[config.mk]
export PLATFORM = sky130hd
export DESIGN_NAME = chacha20_keystream_xor
export DESIGN_NICKNAME = d
export VERILOG_FILES = /design/src/rtl/chacha20_keystream_xor.sv
export SDC_FILE = /design/constraint.sdc
export NUM_CORES = 2
export LEC_CHECK = 0
export ABC_CLOCK_PERIOD_IN_PS = 2100
export CORE_ASPECT_RATIO = 1.25
export CORE_MARGIN = 2
export CORE_UTILIZATION = 50
export DETAILED_ROUTE_END_ITERATION = 8
export MAX_ROUTING_LAYER = met4
export PLACE_DENSITY = 0.76
export REMOVE_ABC_BUFFERS = 1
export SKIP_CTS_REPAIR_TIMING = 1
export SYNTH_ARGS = -nofsm -noshare
export SYNTH_HDL_FRONTEND = slang
export SYNTH_SLANG_ARGS = --single-unit
export TNS_END_PERCENT = 20
[constraint.sdc]
create_clock -name clk -period 2.1 [get_ports clk]
set_input_delay 0.42 -clock clk [delete_from_list [all_inputs] [get_ports clk]]
set_output_delay 0.42 -clock clk [all_outputs]
set_load 0.1 [all_outputs]
[src/rtl/chacha20_keystream_xor.sv]
// Keystream buffer and XOR engine: fetches 512-bit ChaCha20 blocks by counter, buffers
// up to KS_DEPTH of them and XORs DATA_W-wide lanes onto a valid/ready payload stream.
module chacha20_keystream_xor #(
  parameter int DATA_W   = 32,
  parameter int KS_DEPTH = 2
) (
  input  logic                clk,
  input  logic                rst,
  input  logic                start,
  input  logic [31:0]         init_counter,
  output logic                ks_req,
  output logic [31:0]         ks_counter,
  input  logic                ks_valid,
  output logic                ks_ready,
  input  logic [511:0]        ks_block,
  input  logic                din_valid,
  output logic                din_ready,
  input  logic [DATA_W-1:0]   din_data,
  input  logic [DATA_W/8-1:0] din_keep,
  input  logic                din_last,
  output logic                dout_valid,
  input  logic                dout_ready,
  output logic [DATA_W-1:0]   dout_data,
  output logic [DATA_W/8-1:0] dout_keep,
  output logic                dout_last,
  output logic                busy,
  output logic                ctr_overflow
);

  localparam int WORDS  = 512 / DATA_W;
  localparam int KEEP_W = DATA_W / 8;
  localparam int LP_W   = (WORDS > 1) ? $clog2(WORDS) : 1;
  localparam int FP_W   = (KS_DEPTH > 1) ? $clog2(KS_DEPTH) : 1;
  localparam int CNT_W  = $clog2(KS_DEPTH + 1);

  typedef enum logic [1:0] {S_IDLE, S_RUN, S_DRAIN} state_t;

  // Handshakes: a transfer happens on any rising edge where valid && ready; valid never
  // waits on ready, and once raised ks_req/dout_valid hold until their transfer completes.
  state_t              state_q, state_d;
  logic [511:0]        fifo_q [KS_DEPTH];
  logic [511:0]        fifo_d [KS_DEPTH];
  logic [FP_W-1:0]     rd_ptr_q, rd_ptr_d, wr_ptr_q, wr_ptr_d;
  logic [CNT_W-1:0]    count_q, count_d;
  logic [LP_W-1:0]     lane_ptr_q, lane_ptr_d;
  logic                ks_req_q, ks_req_d;
  logic [31:0]         ks_counter_q, ks_counter_d;
  logic                ctr_overflow_q, ctr_overflow_d;
  logic                dout_valid_q, dout_valid_d;
  logic [DATA_W-1:0]   dout_data_q, dout_data_d;
  logic [KEEP_W-1:0]   dout_keep_q, dout_keep_d;
  logic                dout_last_q, dout_last_d;

  logic [WORDS-1:0][DATA_W-1:0] head_lanes;
  logic [DATA_W-1:0]   lane_ks;
  logic [KEEP_W-1:0]   keep_eff;
  logic [DATA_W-1:0]   keep_mask;
  logic                ks_hs, beat_acc, last_acc, push, pop;

  function automatic logic [FP_W-1:0] fp_inc(input logic [FP_W-1:0] p);
    return (p == FP_W'(KS_DEPTH - 1)) ? '0 : p + 1'b1;
  endfunction

  assign head_lanes = fifo_q[rd_ptr_q];
  assign lane_ks    = head_lanes[lane_ptr_q];
  assign keep_eff   = din_last ? din_keep : '1;

  always_comb begin
    keep_mask = '0;
    for (int b = 0; b < KEEP_W; b++) keep_mask[b*8 +: 8] = {8{keep_eff[b]}};
  end

  // Ready depends on dout_ready but never on din_valid.
  assign din_ready = (state_q == S_RUN) && (count_q != '0) && (!dout_valid_q || dout_ready);
  assign ks_hs     = ks_req_q && ks_valid;
  assign beat_acc  = din_valid && din_ready;
  assign last_acc  = beat_acc && din_last;
  assign push      = ks_hs && (state_q == S_RUN) && !last_acc;
  assign pop       = beat_acc && (din_last || (lane_ptr_q == LP_W'(WORDS - 1)));

  always_comb begin
    state_d        = state_q;
    fifo_d         = fifo_q;
    rd_ptr_d       = rd_ptr_q;
    wr_ptr_d       = wr_ptr_q;
    count_d        = count_q;
    lane_ptr_d     = lane_ptr_q;
    ks_req_d       = ks_req_q;
    ks_counter_d   = ks_counter_q;
    ctr_overflow_d = ctr_overflow_q;
    dout_valid_d   = dout_valid_q;
    dout_data_d    = dout_data_q;
    dout_keep_d    = dout_keep_q;
    dout_last_d    = dout_last_q;

    case (state_q)
      S_IDLE: if (start) begin
        state_d        = S_RUN;
        ks_counter_d   = init_counter;
        ctr_overflow_d = 1'b0;
        rd_ptr_d       = '0;
        wr_ptr_d       = '0;
        count_d        = '0;
        lane_ptr_d     = '0;
      end
      S_RUN:   if (last_acc) state_d = S_DRAIN;
      S_DRAIN: if (!ks_req_q || ks_valid) state_d = S_IDLE;
      default: state_d = S_IDLE;
    endcase

    // The outstanding request counts toward occupancy, so a push can never overfill.
    if (ks_hs) begin
      ks_req_d     = 1'b0;
      ks_counter_d = ks_counter_q + 32'd1;
      if (ks_counter_q == 32'hFFFF_FFFF) ctr_overflow_d = 1'b1;
    end else if (!ks_req_q && (state_q == S_RUN) && !last_acc && !ctr_overflow_q &&
                 (count_q < CNT_W'(KS_DEPTH))) begin
      ks_req_d = 1'b1;
    end

    if (push) begin
      fifo_d[wr_ptr_q] = ks_block;
      wr_ptr_d         = fp_inc(wr_ptr_q);
    end
    if (pop) rd_ptr_d = fp_inc(rd_ptr_q);
    case ({push, pop})
      2'b10:   count_d = count_q + 1'b1;
      2'b01:   count_d = count_q - 1'b1;
      default: ;
    endcase

    if (beat_acc) lane_ptr_d = pop ? '0 : lane_ptr_q + 1'b1;

    // End of message discards the rest of the buffered keystream.
    if (last_acc) begin
      rd_ptr_d   = '0;
      wr_ptr_d   = '0;
      count_d    = '0;
      lane_ptr_d = '0;
    end

    if (beat_acc) begin
      dout_valid_d = 1'b1;
      dout_data_d  = (din_data ^ lane_ks) & keep_mask;
      dout_keep_d  = keep_eff;
      dout_last_d  = din_last;
    end else if (dout_ready) begin
      dout_valid_d = 1'b0;
    end
  end

  always_ff @(posedge clk) begin
    if (rst) begin
      state_q        <= S_IDLE;
      fifo_q         <= '{default: '0};
      rd_ptr_q       <= '0;
      wr_ptr_q       <= '0;
      count_q        <= '0;
      lane_ptr_q     <= '0;
      ks_req_q       <= 1'b0;
      ks_counter_q   <= '0;
      ctr_overflow_q <= 1'b0;
      dout_valid_q   <= 1'b0;
      dout_data_q    <= '0;
      dout_keep_q    <= '0;
      dout_last_q    <= 1'b0;
    end else begin
      state_q        <= state_d;
      fifo_q         <= fifo_d;
      rd_ptr_q       <= rd_ptr_d;
      wr_ptr_q       <= wr_ptr_d;
      count_q        <= count_d;
      lane_ptr_q     <= lane_ptr_d;
      ks_req_q       <= ks_req_d;
      ks_counter_q   <= ks_counter_d;
      ctr_overflow_q <= ctr_overflow_d;
      dout_valid_q   <= dout_valid_d;
      dout_data_q    <= dout_data_d;
      dout_keep_q    <= dout_keep_d;
      dout_last_q    <= dout_last_d;
    end
  end

  assign ks_req       = ks_req_q;
  assign ks_ready     = ks_req_q;
  assign ks_counter   = ks_counter_q;
  assign dout_valid   = dout_valid_q;
  assign dout_data    = dout_data_q;
  assign dout_keep    = dout_keep_q;
  assign dout_last    = dout_last_q;
  assign busy         = (state_q != S_IDLE);
  assign ctr_overflow = ctr_overflow_q;

endmodule

==> run summary <==
Run status -> finished, violations left
Failing checks -> DRC, setup timing
Placed Area -> 0.0573 sq mm
FF-to-FF End -> fifo_q[678]
CP arrival -> 2800 ps
Initial Util -> 50.5%
Yosys top cell area share -> 47.1%
Clock Power Share -> 44.3%
IO Count -> 662
Core area -> 0.0931 sq mm
Detail-routed net length per standard cell -> 21.7 um
Combinational fraction of design power -> 7.5%
TritonCTS clock tree -> yes
Worst r2r src -> state_q[1]
P_int -> 33.8 mW
Top cell type by total area after synthesis -> dfxtp_1
WL final -> 172000 um
CTS max path bufs -> 3
Final setup viols -> 250
RSZ-0062 raised after global routing -> true
Final period utilization -> 104%
Mapped Avg Cell Area -> 8.00 sq um
CP Launch Type -> register
Tmin final -> 2180 ps
Critical path, cell by cell -> nand2b_4 -> buf_6 -> nor2_2 -> a21boi_4 -> buf_12 -> nor2b_4 -> buf_12 -> clkbuf_16 -> buf_12 -> nand2_1 -> a21oi_1
Fin nets -> 7203
Clock Latency Late Sink -> 690 ps
Final setup margin -> -81.5 ps
Top achievable clock speed -> 458 MHz
Initial drt markers -> 4176
Die area -> 0.0966 sq mm
Area growth from synthesis to layout -> 34.4%
GRT Total Usage -> 33.4%
DRC -> 1
Global-route wire length before repair -> 245000 um
Die height -> 347 um
Post-synth top flop -> dfxtp_1
Post-Synth Adder-Cell Area -> 0.106%
Slowest CP cell -> dfxtp_2
Pre-CTS setup slack -> -612 ps
Smallest hold slack -> 153 ps
Clock Skews -> 25.9 ps
Reg2Reg Setup Slack -> -80 ps
Post-synth ARST share -> 0%
Core Rows -> 125
Leakage power -> 20.3 nW
Critical Path Source -> state_q[1]
Post-route ant nets -> 0
Largest net degree at the start of global routing -> 135
Post-Synth XOR/XNOR Area -> 0.652%
Worst hold path type -> in2reg
Post-synthesis cell count -> 5876
Combinational family with the most area after synthesis -> simple AND/OR/NAND/NOR gates
Dominant cells by area after synthesis -> dfxtp_1 (47%), nand2_1 (17%), a21oi_1 (11%)
Simple-Gate Fraction of Synth Area -> 20.0%
Max stage delay on crit path -> 320 ps
Most frequent cells in the layout -> nand2_1 (2120), dfxtp_1 (1100), a21oi_1 (1014)
DIE WIDTH -> 278 um
Cell Pwr Density -> 698 mW/mm^2
DR vias -> 46000
Clock-pin slew on the worst setup and hold paths -> 70 ps
Reg2Reg Depth -> 11
Port bufs -> 661
Type of the worst setup path -> reg2reg
Max transition margin -> 55.8%
Power after layout -> 44.1 mW
FF/Latch Area -> 0.0222 sq mm
Post-synth EDFFs -> 0
Finished Cell Area -> 0.0632 sq mm
Root Buffer -> clkbuf_16
CTS buffer count -> 106
Fraction of layout cells with a size suffix above 1 -> 13.6%
Top delay family on crit path -> buffers and inverters
Buf/Inv on CP -> 5
Peak VDD IR -> 0.000755 V
Most used cell, CP -> buf_12
Grt ovf -> 0
Critical path endpoint -> fifo_q[678]
Switch Pwr -> 10.4 mW
Worst slew pin tran -> 664 ps
Commonest non-fill, non-tap cell in the layout -> nand2_1
CTS sink cnt -> 1106
Area of the multi-input gates -> 0.0235 sq mm
Sequential fraction of the synthesis area -> 47.1%
DP HPWL -> 115000 um
H-tree depth -> 3
Post-Syn Area -> 0.0470 sq mm
Sw frac -> 23.5%
First drt pass iteration count -> 9
Routability cong. -> 0.951
Final slew viol count -> 0
Synthesis Warnings -> 0
Fin. Hold Viols -> 0
Crit. End Element -> register
Filler cell count -> 7284
Via-to-Cell Ratio -> 5.79
Max Cap Violations -> 0
Flops & latches, synth -> 1106
Worst EP required -> 2710 ps
Mux share of post-synthesis cell area -> 11.2%
Part of the power in registers -> 48.2%
Critical path depth in cells -> 11
CP Max Fanout -> 24
Synth Area in Compound Gates -> 16.4%
Vias in the first global route -> 42700
Distinct cell type count after synthesis -> 65
Initial antenna violation count -> 37
## worst min path at each step
stage	start	cells past startpoint	slack (ps)	end
3_5_place_dp	dout_data[7]	2	440	dout_data[7]
4_1_cts	rst	2	110	dout_keep[1]
6_report	rst	2	150	dout_keep[1]
5_1_grt	rst	2	120	dout_keep[1]
2_1_floorplan	fifo_q[32]	2	430	fifo_q[32]
3_3_place_gp	dout_data[24]	2	430	dout_data[24]
## synth_stat cells (all sizes together), types with 2 or more instances
library cell / count
a21oi: 1054
ha: 4
inv: 6
nor4b: 5
a31oi: 16
o32ai: 2
or3: 4
nor4bb: 3
dfxtp: 1106
o22ai: 5
a221oi: 8
and4: 4
nor3b: 4
nor4: 6
clkbuf: 263
or4: 2
a32oi: 2
or2: 3
a311oi: 2
a2111oi: 2
and4b: 6
nand2: 2133
a222oi: 2
xnor2: 34
nor3: 19
o21ai: 54
and4bb: 4
nor2: 68
mux4: 32
a211oi: 9
nand2b: 7
a22oi: 227
nand3: 16
and2: 8
or3b: 2
nor2b: 5
o211ai: 8
mux2: 20
and3: 4
mux2i: 432
buf: 215
nand4: 61
## routing by layer
layer	vias to the layer above	wire length [um]	global-route usage [%]	part of all wire (%)
met1	21700	65100	39.5	38
li1	21400	-	-	-
met4	0	12700	20.6	7.4
met2	2239	80600	53.5	47
met3	604	13900	5.33	8.1
met5	-	0	-	0
## stage by stage
| stage | utilization [%] | instances | TNS (ps) |
|---|---|---|---|
| final | 67.9 | 7937 | -5910 |
| after global routing | 67.9 | 7934 | -34610 |
| after CTS | 65.4 | 7812 | -23610 |
| after detailed placement | 61.6 | 7621 | -513740 |
| after global placement | 61.6 | 7620 | -492370 |
| after floorplan | - | 5397 | - |
## worst register-to-register path, stage by stage (launching register included)
cell and delay [ps]:
dfxtp_2 320, nand2b_4 150, buf_6 130, nor2_2 120
a21boi_4 220, buf_12 150, nor2b_4 250, buf_12 170
clkbuf_16 190, buf_12 180, nand2_1 90, a21oi_1 160
## kinds of logic after synthesis
group	after synthesis
AND/OR/NAND/NOR	2366
buffers and inverters	485
AO/OA/AOI/OAI	1396
multiplexers	484
XOR/XNOR	35
flip-flops	1106
adder cells (fa/ha/maj)	4
## flip-flops by register name, indices dropped and copies added, names as in the netlist
register      cells
fifo_q         1024
dout_data        32
ks_counter       32
dout_keep         4
lane_ptr_q        4
count_q           2
state_q           2
ctr_overflow      1
dout_last         1
dout_valid        1
ks_ready          1
rd_ptr_q          1
wr_ptr_q          1
## area by class of cell
cell class	instances	area share [%]
inverter	6	0.0356
clock inverter	33	0.594
clock buffer	158	4.98
tap	1206	2.39
antenna	36	0.143
timing repair buffer	1107	19.6
multi-input combinational	4285	37.2
sequential	1106	35.1
## power by group through the flow
stage | logic, mW | registers [mW] | clock network [mW]
6_report | 3.30 | 21.3 | 19.6
4_1_cts | 3.15 | 21.3 | 19.7
3_5_place_dp | 3.13 | 21.7 | 0
5_1_grt | 3.42 | 21.3 | 20.5
3_3_place_gp | 3.13 | 21.7 | 0
2_1_floorplan | 0.597 | 22.1 | 0
(Power assumes the default switching activity.)
